===== src/rtl/sb_mixer_lo_ctrl.sv =====
// Quadrature LO generator for a switching mixer with serial configuration and optional divider sweep.
// Define SBMIX_SWEEP_EN to build the SWEEP/DONE states and the DIV_END/DWELL registers.
module sb_mixer_lo_ctrl (
  input  logic clk,
  input  logic rst_n,
  input  logic ena,
  input  logic cfg_sclk,
  input  logic cfg_sdi,
  input  logic cfg_csn,
  output logic lo_i,
  output logic lo_q,
  output logic lo_en,
  output logic busy,
  output logic sweep_done
);

  localparam logic [3:0] A_DIV_START = 4'd0;
  localparam logic [3:0] A_CTRL      = 4'd3;
`ifdef SBMIX_SWEEP_EN
  localparam logic [3:0] A_DIV_END   = 4'd1;
  localparam logic [3:0] A_DWELL     = 4'd2;

  typedef enum logic [1:0] {IDLE, RUN, SWEEP, DONE} state_t;
`else
  typedef enum logic [1:0] {IDLE, RUN} state_t;
`endif

  // Reset asserts asynchronously everywhere but releases on a clock edge.
  logic [1:0] rst_sy;
  logic       rst_ni;

  always_ff @(posedge clk or negedge rst_n) begin
    if (!rst_n) rst_sy <= 2'b00;
    else        rst_sy <= {rst_sy[0], 1'b1};
  end

  assign rst_ni = rst_sy[1];

  // ---- serial port: synchronizers, edge detect, shifter
  logic [2:0]  sclk_sy;
  logic [1:0]  sdi_sy;
  logic [2:0]  csn_sy;
  logic        sclk_rise;
  logic        csn_rise;
  logic        csn_s;
  logic [4:0]  bit_cnt;
  logic        frame_wr;
  logic [15:0] shreg;

  always_ff @(posedge clk or negedge rst_ni) begin
    if (!rst_ni) begin
      sclk_sy <= 3'b000;
      sdi_sy  <= 2'b00;
      csn_sy  <= 3'b111;
    end else begin
      sclk_sy <= {sclk_sy[1:0], cfg_sclk};
      sdi_sy  <= {sdi_sy[0], cfg_sdi};
      csn_sy  <= {csn_sy[1:0], cfg_csn};
    end
  end

  assign csn_s     = csn_sy[1];
  assign sclk_rise = sclk_sy[1] & ~sclk_sy[2];
  assign csn_rise  = csn_sy[1] & ~csn_sy[2];

  // Bit counter saturates above 16 so over-long frames are rejected too.
  always_ff @(posedge clk or negedge rst_ni) begin
    if (!rst_ni) begin
      bit_cnt  <= '0;
      frame_wr <= 1'b0;
    end else begin
      frame_wr <= csn_rise && (bit_cnt == 5'd16);
      if (csn_s)
        bit_cnt <= '0;
      else if (sclk_rise && (bit_cnt < 5'd17))
        bit_cnt <= bit_cnt + 5'd1;
    end
  end

  always_ff @(posedge clk) begin
    if (!csn_s && sclk_rise)
      shreg <= {shreg[14:0], sdi_sy[1]};
  end

  logic [3:0]  wr_addr;
  logic [11:0] wr_data;
  logic        ctrl_wr;
  logic        run_bit;

  assign wr_addr = shreg[15:12];
  assign wr_data = shreg[11:0];
  assign ctrl_wr = frame_wr && (wr_addr == A_CTRL);
  assign run_bit = wr_data[0];

  // ---- configuration registers
  logic [11:0] div_start;
`ifdef SBMIX_SWEEP_EN
  logic [11:0] div_end;
  logic [11:0] dwell;
  logic        sweep_bit;
  logic        unused_data;

  assign sweep_bit   = wr_data[1];
  assign unused_data = ^wr_data[11:2];

  always_ff @(posedge clk or negedge rst_ni) begin
    if (!rst_ni) begin
      div_start <= '0;
      div_end   <= '0;
      dwell     <= '0;
    end else if (frame_wr) begin
      if (wr_addr == A_DIV_START) div_start <= wr_data;
      if (wr_addr == A_DIV_END)   div_end   <= wr_data;
      if (wr_addr == A_DWELL)     dwell     <= wr_data;
    end
  end
`else
  logic unused_data;

  assign unused_data = ^wr_data[11:1];

  always_ff @(posedge clk or negedge rst_ni) begin
    if (!rst_ni)
      div_start <= '0;
    else if (frame_wr && (wr_addr == A_DIV_START))
      div_start <= wr_data;
  end
`endif

  // ---- phase generator and control FSM
  function automatic logic lo_i_of(input logic [1:0] p);
    return ~p[1];
  endfunction

  function automatic logic lo_q_of(input logic [1:0] p);
    return p[1] ^ p[0];
  endfunction

  state_t      state;
  logic [11:0] div;
  logic [11:0] div_nxt;
  logic [11:0] cnt;
  logic [1:0]  phase;
  logic        active;
  logic        tick;
  logic [11:0] div_rearm;

  assign tick = (cnt == div);

  // A CTRL run write landing exactly on the wrap still retunes at that wrap.
  assign div_rearm = (ctrl_wr && run_bit && (state == RUN)) ? div_start : div_nxt;

`ifdef SBMIX_SWEEP_EN
  logic [11:0] dwl_cnt;
  logic        dwl_last;
  logic        sweep_done_r;

  assign active     = (state == RUN) || (state == SWEEP);
  assign dwl_last   = ({1'b0, dwl_cnt} + 13'd1) >= {1'b0, dwell};
  assign sweep_done = sweep_done_r;
`else
  assign active     = (state == RUN);
  assign sweep_done = 1'b0;
`endif

  always_ff @(posedge clk or negedge rst_ni) begin
    if (!rst_ni) begin
      state   <= IDLE;
      div     <= '0;
      div_nxt <= '0;
      cnt     <= '0;
      phase   <= '0;
      lo_i    <= 1'b0;
      lo_q    <= 1'b0;
      lo_en   <= 1'b0;
      busy    <= 1'b0;
`ifdef SBMIX_SWEEP_EN
      dwl_cnt      <= '0;
      sweep_done_r <= 1'b0;
`endif
    end else begin
      if (active) begin
        lo_en <= ena;
        busy  <= 1'b1;
        if (ena) begin
          if (tick) begin
            cnt   <= '0;
            phase <= phase + 2'd1;
            lo_i  <= lo_i_of(phase + 2'd1);
            lo_q  <= lo_q_of(phase + 2'd1);
            // Divider changes only on the p3->p0 wrap, never mid-period.
            if (phase == 2'd3) begin
`ifdef SBMIX_SWEEP_EN
              if (state == SWEEP) begin
                if (dwl_last) begin
                  dwl_cnt <= '0;
                  if (div == div_end) begin
                    state        <= DONE;
                    lo_en        <= 1'b0;
                    busy         <= 1'b0;
                    sweep_done_r <= 1'b1;
                    lo_i         <= 1'b1;
                    lo_q         <= 1'b0;
                  end else if (div < div_end) begin
                    div <= div + 12'd1;
                  end else begin
                    div <= div - 12'd1;
                  end
                end else begin
                  dwl_cnt <= dwl_cnt + 12'd1;
                end
              end else
`endif
                div <= div_rearm;
            end
          end else begin
            cnt <= cnt + 12'd1;
          end
        end
      end

      if (ctrl_wr) begin
`ifdef SBMIX_SWEEP_EN
        sweep_done_r <= 1'b0;
        if (!run_bit || (state == DONE)) begin
`else
        if (!run_bit) begin
`endif
          state <= IDLE;
          lo_i  <= 1'b0;
          lo_q  <= 1'b0;
          lo_en <= 1'b0;
          busy  <= 1'b0;
        end else if (state == IDLE) begin
`ifdef SBMIX_SWEEP_EN
          state   <= sweep_bit ? SWEEP : RUN;
          dwl_cnt <= '0;
`else
          state   <= RUN;
`endif
          div     <= div_start;
          div_nxt <= div_start;
          cnt     <= '0;
          phase   <= '0;
          lo_i    <= 1'b1;
          lo_q    <= 1'b0;
          lo_en   <= ena;
          busy    <= 1'b1;
        end else if (state == RUN) begin
          div_nxt <= div_start;
        end
      end
    end
  end

endmodule


===== config.mk =====
export PLATFORM = sky130hd
export DESIGN_NAME = sb_mixer_lo_ctrl
export DESIGN_NICKNAME = d
export VERILOG_FILES = /design/src/rtl/sb_mixer_lo_ctrl.sv
export SDC_FILE = /design/constraint.sdc
export NUM_CORES = 1
export LEC_CHECK = 0
export ABC_AREA = 1
export CAP_MARGIN = 20
export CORE_MARGIN = 5
export CORE_UTILIZATION = 50
export DETAILED_ROUTE_END_ITERATION = 10
export PLACE_DENSITY = 0.7
export SLEW_MARGIN = 20
export SYNTH_ARGS = -nofsm -noshare
export SYNTH_HDL_FRONTEND = slang
export SYNTH_SLANG_ARGS = --single-unit

===== constraint.sdc =====
create_clock -name clk -period 3 [get_ports clk]
set_clock_uncertainty 0.15 [all_clocks]
set_input_delay 0.6 -clock clk [delete_from_list [all_inputs] [get_ports clk]]
set_output_delay 0.6 -clock clk [all_outputs]
set_load 0.1 [all_outputs]

=== Word-level counts from Yosys, hierarchy flattened ===
Cells that the tools add are included.

* Output and inout bits: 5
* Bits of input ports: 6
* Memories: 0
* Word-level logic and storage cells: 93
* Register bits: 88
* RAM bits: 0
* Bits in read-only memories: 0
* Latch bits: 0

* Shift operators: 0
* $mul: 0
* Eq/ne operators: 6
* Reductions and logical operators: 14
* Multiplexer cells: 46
* Div/mod/pow operators: 0
* $lt $le $gt $ge: 1
* Add/subtract/negate cells: 3
* Bitwise operators: 6

{| class="wikitable"
|+ Operator list
! operator !! count
|-
| $mux W12 || 16
|-
| $mux W1 || 20
|-
| $mux W2 || 8
|-
| $add A12 B1 Y12 const B || 1
|-
| $eq A12 B12 Y1 || 1
|-
| $mux W5 || 2
|-
| $logic_and A1 B1 Y1 || 7
|-
| $add A5 B1 Y5 const B || 1
|-
| $eq A5 B5 Y1 const B || 1
|-
| $lt A5 B5 Y1 const B || 1
|-
| $eq A4 B2 Y1 const B || 1
|-
| $logic_not A4 Y1 || 1
|-
| $reduce_bool A2 Y1 || 2
|-
| $not A1 Y1 || 3
|-
| $reduce_and A3 Y1 || 1
|-
| $add A2 B1 Y2 const B || 1
|-
| $and A1 B1 Y1 || 2
|-
| $eq A2 B1 Y1 const B || 1
|-
| $eq A2 B2 Y1 const B || 1
|-
| $logic_not A2 Y1 || 1
|-
| $ne A2 B1 Y1 const B || 1
|-
| $reduce_and A2 Y1 || 1
|-
| $logic_not A1 Y1 || 1
|-
| $xor A1 B1 Y1 || 1
|}

=== Depth between registers and ports, before layout ===
* Depth after elaboration: 12
* Depth in mapped cells: 12
* Depth with buffers taken out: 12

=== Worst setup path before layout ===
Ideal clock, no wire load.

* Path kind: register -> register
* Start: reg csn_sy[1]
* End: reg shreg[0] (enable)
* Data arrival time: 1.653 ns
* Stages on the path, launching flop included: 2
* Required time: 2.436 ns
* Library setup time: 0.414 ns
* Buffers on the path: 0
* Slack: 0.783 ns
* Period minus slack after synthesis: 2.217 ns
* Cells stage by stage: dfstp_2 nor3_1

* Word-level cells in the longest chain between the ends: 2

{| class="wikitable"
|+ Ends and longest elaborated chain
! item !! RTL line !! text
|-
| from (decl) || 42 || <nowiki>logic [2:0] csn_sy;</nowiki>
|-
| from (signal assigned) || 58 || <nowiki>csn_sy <= {csn_sy[1:0], cfg_csn};</nowiki>
|-
| $logic_not A1 Y1 || 81 || <nowiki>if (!csn_s && sclk_rise)</nowiki>
|-
| $logic_and A1 B1 Y1 || 81 ||
|-
| to (signal assigned) || 82 || <nowiki>shreg <= {shreg[14:0], sdi_sy[1]};</nowiki>
|-
| to (decl) || 48 || <nowiki>logic [15:0] shreg;</nowiki>
|}

No other way between the ends.
A chain may end at the register's enable or synchronous reset.

=== Worst setup path in the final report ===
* Start: in ena
* End: reg div[8]

* Word-level cells in the longest chain between the ends: 5

{| class="wikitable"
|+ Ends and longest elaborated chain
! item !! RTL line !! text
|-
| from (decl) || 6 || <nowiki>input logic ena,</nowiki>
|-
| $mux W12 (*) || 185 || <nowiki>if (ena) begin</nowiki>
|-
| $mux W12 (*) || 182 || <nowiki>if (active) begin</nowiki>
|-
| $mux W12 || 234 || <nowiki>end else if (state == IDLE) begin</nowiki>
|-
| $mux W12 || 227 || <nowiki>if (!run_bit) begin</nowiki>
|-
| $mux W12 (*) || 222 || <nowiki>if (ctrl_wr) begin</nowiki>
|-
| to (signal assigned) || 214 || <nowiki>div <= div_rearm;</nowiki>
|-
| to (signal assigned) || 241 || <nowiki>div <= div_start;</nowiki>
|-
| to (decl) || 140 || <nowiki>logic [11:0] div;</nowiki>
|}

Mark *: on every way between the ends. The rest lies on a longest branch, timed or not.

==> results.py <==
metrics = {
    "setup_path": {
        "worst_path_most_repeated_cell": "sky130_fd_sc_hd__nand2_1",
        "criticalPathCategory": "in2reg",
        "cp-start-kind": "input pin",
        "series_of_cell_instances_along_the_critical_path": "clkdlybuf4s50_1 -> nand2_1 -> inv_1 -> nand4_4 -> nand2_1 -> nand3_1 -> nand2_1",
        "ff2ff_setup_slack_ns": 1.04,
        "r2r-start": "phase[0]",
        "critical_path.endpoint_type": "flip-flop",
        "worst_ep_required_time_ns": 3.14,
        "worstPathMaxFanout": 15,
        "cp_slowest_stage_delay_ns": 0.57,
        "worstPathBufferInverterCount": 2,
        "critical_path.reg2reg.endpoint": "div[8]",
        "worst_setup_path_startpoint": "ena",
        "timing.critical_path.arrival_ns": 2.34,
        "worstRegToRegCells": 5,
        "cp_slowest_cell": "sky130_fd_sc_hd__clkdlybuf4s50_1",
        "top_cell_family_by_delay_on_the_critical_path": "simple AND/OR/NAND/NOR gates",
    },
    "clocking": {
        "tritoncts_buffer_count": 9,
        "cts_root_buf": "sky130_fd_sc_hd__clkbuf_8",
        "clk_pin_slew_ns": 0.09,
        "cts.sinks": 87,
        "cts_hold_buffers": 0,
        "tritoncts": "yes",
        "ctsLongestPathBuffers": 2,
        "clkLatencyLatePin_ns": 0.36,
        "cts.repair.resized": 0,
        "cts_setup_buffers": 0,
        "htree_levels": 3,
    },
    "sta": {
        "post-route-period-util_pct": 73.2,
        "rsz_0062_raised_after_global_routing": "false",
        "fin_ws_ns": 0.805,
        "final_max_slew_viol_count": 0,
        "timing.final.setup_violations": 0,
        "max_slew_margin_pct": 41.5,
        "hold_viol_final": 0,
        "fin_tns_setup_ns": 0,
        "timing.final.crit_period_ns": 2.20,
        "tightestPinTransition_ns": 0.878,
        "max_clock_freq_mhz": 456,
    },
    "detailed_routing": {
        "avgRoutedWirePerCell_um": 12.7,
        "route.antenna.remaining_nets": 0,
        "finalWirelength_um": 7130,
        "wl_met2_um": 3270,
        "drt_pass1_iterations": 4,
        "dr.max_layer_used": "met4",
        "detail_route.wirelength.met1_um": 3380,
        "detail_route.drc_violations": 0,
        "via_count": 2750,
        "detailed_route_vias_per_instance": 4.88,
        "drt_iter0_drc": 100,
        "met3WireLength_um": 292,
    },
    "pwr": {
        "worst_ir_drop_vdd_mv": 0.258,
        "fin_total_pwr_uw": 2140,
        "power.density_nw_per_um2": 493,
        "leakage_power_uw": 0.00215,
    },
    "floorplanning": {
        "die_w_um": 98.8,
        "fp.dieArea_um2": 9760,
        "ioPinCount": 11,
        "die_y_um": 98.8,
        "fp.coreArea_um2": 7690,
        "number_of_standard_cell_rows_in_the_floorplan": 32,
        "floorplan.initialDensity_pct": 51.3,
    },
    "cells_and_area": {
        "flow.area_growth_from_synthesis_pct": 10.3,
        "antennaDiodeCount": 0,
        "total_non_filler_cell_area_in_the_finished_layout_um2": 4350,
        "drive_above_1_share_pct": 11.7,
        "total_number_of_nets_in_the_final_design": 466,
        "final_core_utilization_pct": 56.6,
    },
    "logic_synthesis": {
        "yosys.area.top_type_share_pct": 43.2,
        "synth.yosys.warnings": 0,
        "sequential_to_total_area_share_from_yosys_stat_pct": 57.3,
        "netlist_instances": 441,
        "yosys_register_bits": 87,
        "yosys.area.top_type": "sky130_fd_sc_hd__dfrtp_1",
        "synth_cell_types": 38,
        "post_synth_instance_area_um2": 3940,
        "syn_nets": 451,
        "avg_inst_size_synth_um2": 8.94,
        "synth.top_cells.by_area": "sky130_fd_sc_hd__dfrtp_1 (43%), sky130_fd_sc_hd__edfxtp_1 (12%), sky130_fd_sc_hd__nand2_1 (11%), sky130_fd_sc_hd__nand3_1 (6.1%), sky130_fd_sc_hd__inv_1 (5.0%)",
    },
    "global_route": {
        "track_usage_pct": 16.0,
        "globalRoute.totalOverflow": 0,
        "first_global_vias": 2651,
        "maximum_number_of_pins_on_one_net_before_global_route_repair": 43,
        "grt_antenna_before_repair": 0,
        "grt_pass1_wl_um": 12600,
    },
    "worst_hold_path": {
        "min_from": "rst_sy[0]",
        "worst_hold_path.endpoint": "rst_sy[1]",
        "min_delay_path_depth": 0,
        "min-delay-path-class": "reg2reg",
    },
    "placed_design": {
        "gpl.final_weighted_congestion": 0.801,
        "detailedPlacementHpwl_um": 5120,
        "detailedPlace.worstSlack_ns": 0.425,
        "dpl_cell_area_um2": 4130,
        "io_buffers": 9,
    },
    "status": {
        "status": "complete, no violations",
    },
    "run": {
        "drv_cap": 0,
    },
}
==> power breakdown <==
group | leakage [uW] | switching (uW) | internal, uW
logic | 0.000998 | 29.5 | 12.8
clock network | 0.000107 | 442 | 422
registers | 0.00105 | 18.6 | 1220
total | 0.00215 | 490 | 1650
==> cell usage in the layout, fill, tap and decap left out, types with 4 or more instances in the layout <==
cell type	synthesis	routed
sky130_fd_sc_hd__nand3_1	48	48
sky130_fd_sc_hd__clkbuf_8	0	10
sky130_fd_sc_hd__clkdlybuf4s50_1	0	5
sky130_fd_sc_hd__o22ai_1	7	7
sky130_fd_sc_hd__ha_1	4	4
sky130_fd_sc_hd__nor3_1	5	4
sky130_fd_sc_hd__xor2_1	6	6
sky130_fd_sc_hd__dfrtp_1	68	67
sky130_fd_sc_hd__inv_1	52	52
sky130_fd_sc_hd__nor2_1	35	35
sky130_fd_sc_hd__buf_4	3	10
sky130_fd_sc_hd__nand2_1	114	114
sky130_fd_sc_hd__edfxtp_1	16	16
sky130_fd_sc_hd__o21ai_0	17	17
sky130_fd_sc_hd__a21oi_1	14	14
sky130_fd_sc_hd__inv_2	10	10
==> cells by family after synthesis <==
logic type | after synthesis | share of synthesized area [%]
compound gates | 45 | 6.22
xor+xnor | 9 | 2.00
fa+ha+maj | 4 | 1.27
buf+inv | 74 | 7.71
flops | 87 | 57.3
mux | 2 | 0.571
other cells | 2 | 0.190
simple gates | 218 | 24.7
==> worst max path at each step <==
stage	cells after the start	slack (ns)	endpoint
finish	7	0.80	div[8]
global route	8	0.67	cnt[9]
CTS	7	0.80	div[8]
detailed placement	7	0.42	div[6]
global placement	7	0.51	div[0]
floorplan	0	0.73	asynchronous set/reset pin
==> metrics by stage <==
step / std cells / hold WS [ns]
after floorplan: 441 / 0.154
after global placement: 547 / 0.186
after detailed placement: 547 / 0.192
after CTS: 563 / 0.212
after global routing: 563 / 0.218
final: 563 / 0.209
==> Yosys cell counts <==
master,instances
sky130_fd_sc_hd__nand2_1,114
sky130_fd_sc_hd__dfrtp_1,68
sky130_fd_sc_hd__inv_1,52
sky130_fd_sc_hd__nand3_1,48
sky130_fd_sc_hd__nor2_1,35
sky130_fd_sc_hd__o21ai_0,17
sky130_fd_sc_hd__edfxtp_1,16
sky130_fd_sc_hd__a21oi_1,14
sky130_fd_sc_hd__inv_2,10
sky130_fd_sc_hd__o22ai_1,7
sky130_fd_sc_hd__xor2_1,6
sky130_fd_sc_hd__nor3_1,5
sky130_fd_sc_hd__clkbuf_1,4
sky130_fd_sc_hd__ha_1,4
sky130_fd_sc_hd__buf_2,3
sky130_fd_sc_hd__buf_4,3
sky130_fd_sc_hd__dfstp_2,3
sky130_fd_sc_hd__nor2_2,3
sky130_fd_sc_hd__o21ai_1,3
sky130_fd_sc_hd__xnor2_1,3
sky130_fd_sc_hd__conb_1,2
sky130_fd_sc_hd__mux2_2,2
sky130_fd_sc_hd__nand2_2,2
sky130_fd_sc_hd__nand4_1,2
sky130_fd_sc_hd__nor2_4,2
sky130_fd_sc_hd__a22oi_1,1
sky130_fd_sc_hd__a41oi_1,1
sky130_fd_sc_hd__and2_1,1
sky130_fd_sc_hd__buf_8,1
sky130_fd_sc_hd__clkinv_1,1
sky130_fd_sc_hd__nand2_4,1
sky130_fd_sc_hd__nand3b_1,1
sky130_fd_sc_hd__nand4_4,1
sky130_fd_sc_hd__nor2_8,1
sky130_fd_sc_hd__nor3_2,1
sky130_fd_sc_hd__nor4_1,1
sky130_fd_sc_hd__o21a_1,1
sky130_fd_sc_hd__o31ai_1,1
==> metal layers <==
layer,up-vias,global-route usage [%]
li1,1431,-
met1,1242,21.2
met2,63,25.1
met3,14,3.96
met4,0,7.04
met5,-,0
==> cell type report <==
class,instances,area (um^2)
multi-input cells,280,1380
well taps,102,128
clock buffers,10,138
inverters,63,236
flip-flops and latches,87,2260
fillers,711,3340
repair buffers,15,125
clock inverters,6,77.6
==> registers in the layout (all words and copies together), names as in the netlist, named ones only <==
name and flops:
sdi_sy 2, lo_q 1, cnt 12, div 12, rst_sy 2, phase 2
csn_sy 3, lo_i 1, shreg 16, busy 1, frame_wr 1, sclk_sy 3
state 1, div_nxt 12, div_start 12, bit_cnt 5
==> worst reg2reg max path, stage by stage, from the launching register on <==
cell and delay, ns:
sky130_fd_sc_hd__dfrtp_1 0.41, sky130_fd_sc_hd__ha_1 0.48, sky130_fd_sc_hd__nand4_4 0.31, sky130_fd_sc_hd__nand2_1 0.34, sky130_fd_sc_hd__nand3_1 0.11, sky130_fd_sc_hd__nand2_1 0.09
Note: power is estimated with default switching activity, not from simulation.
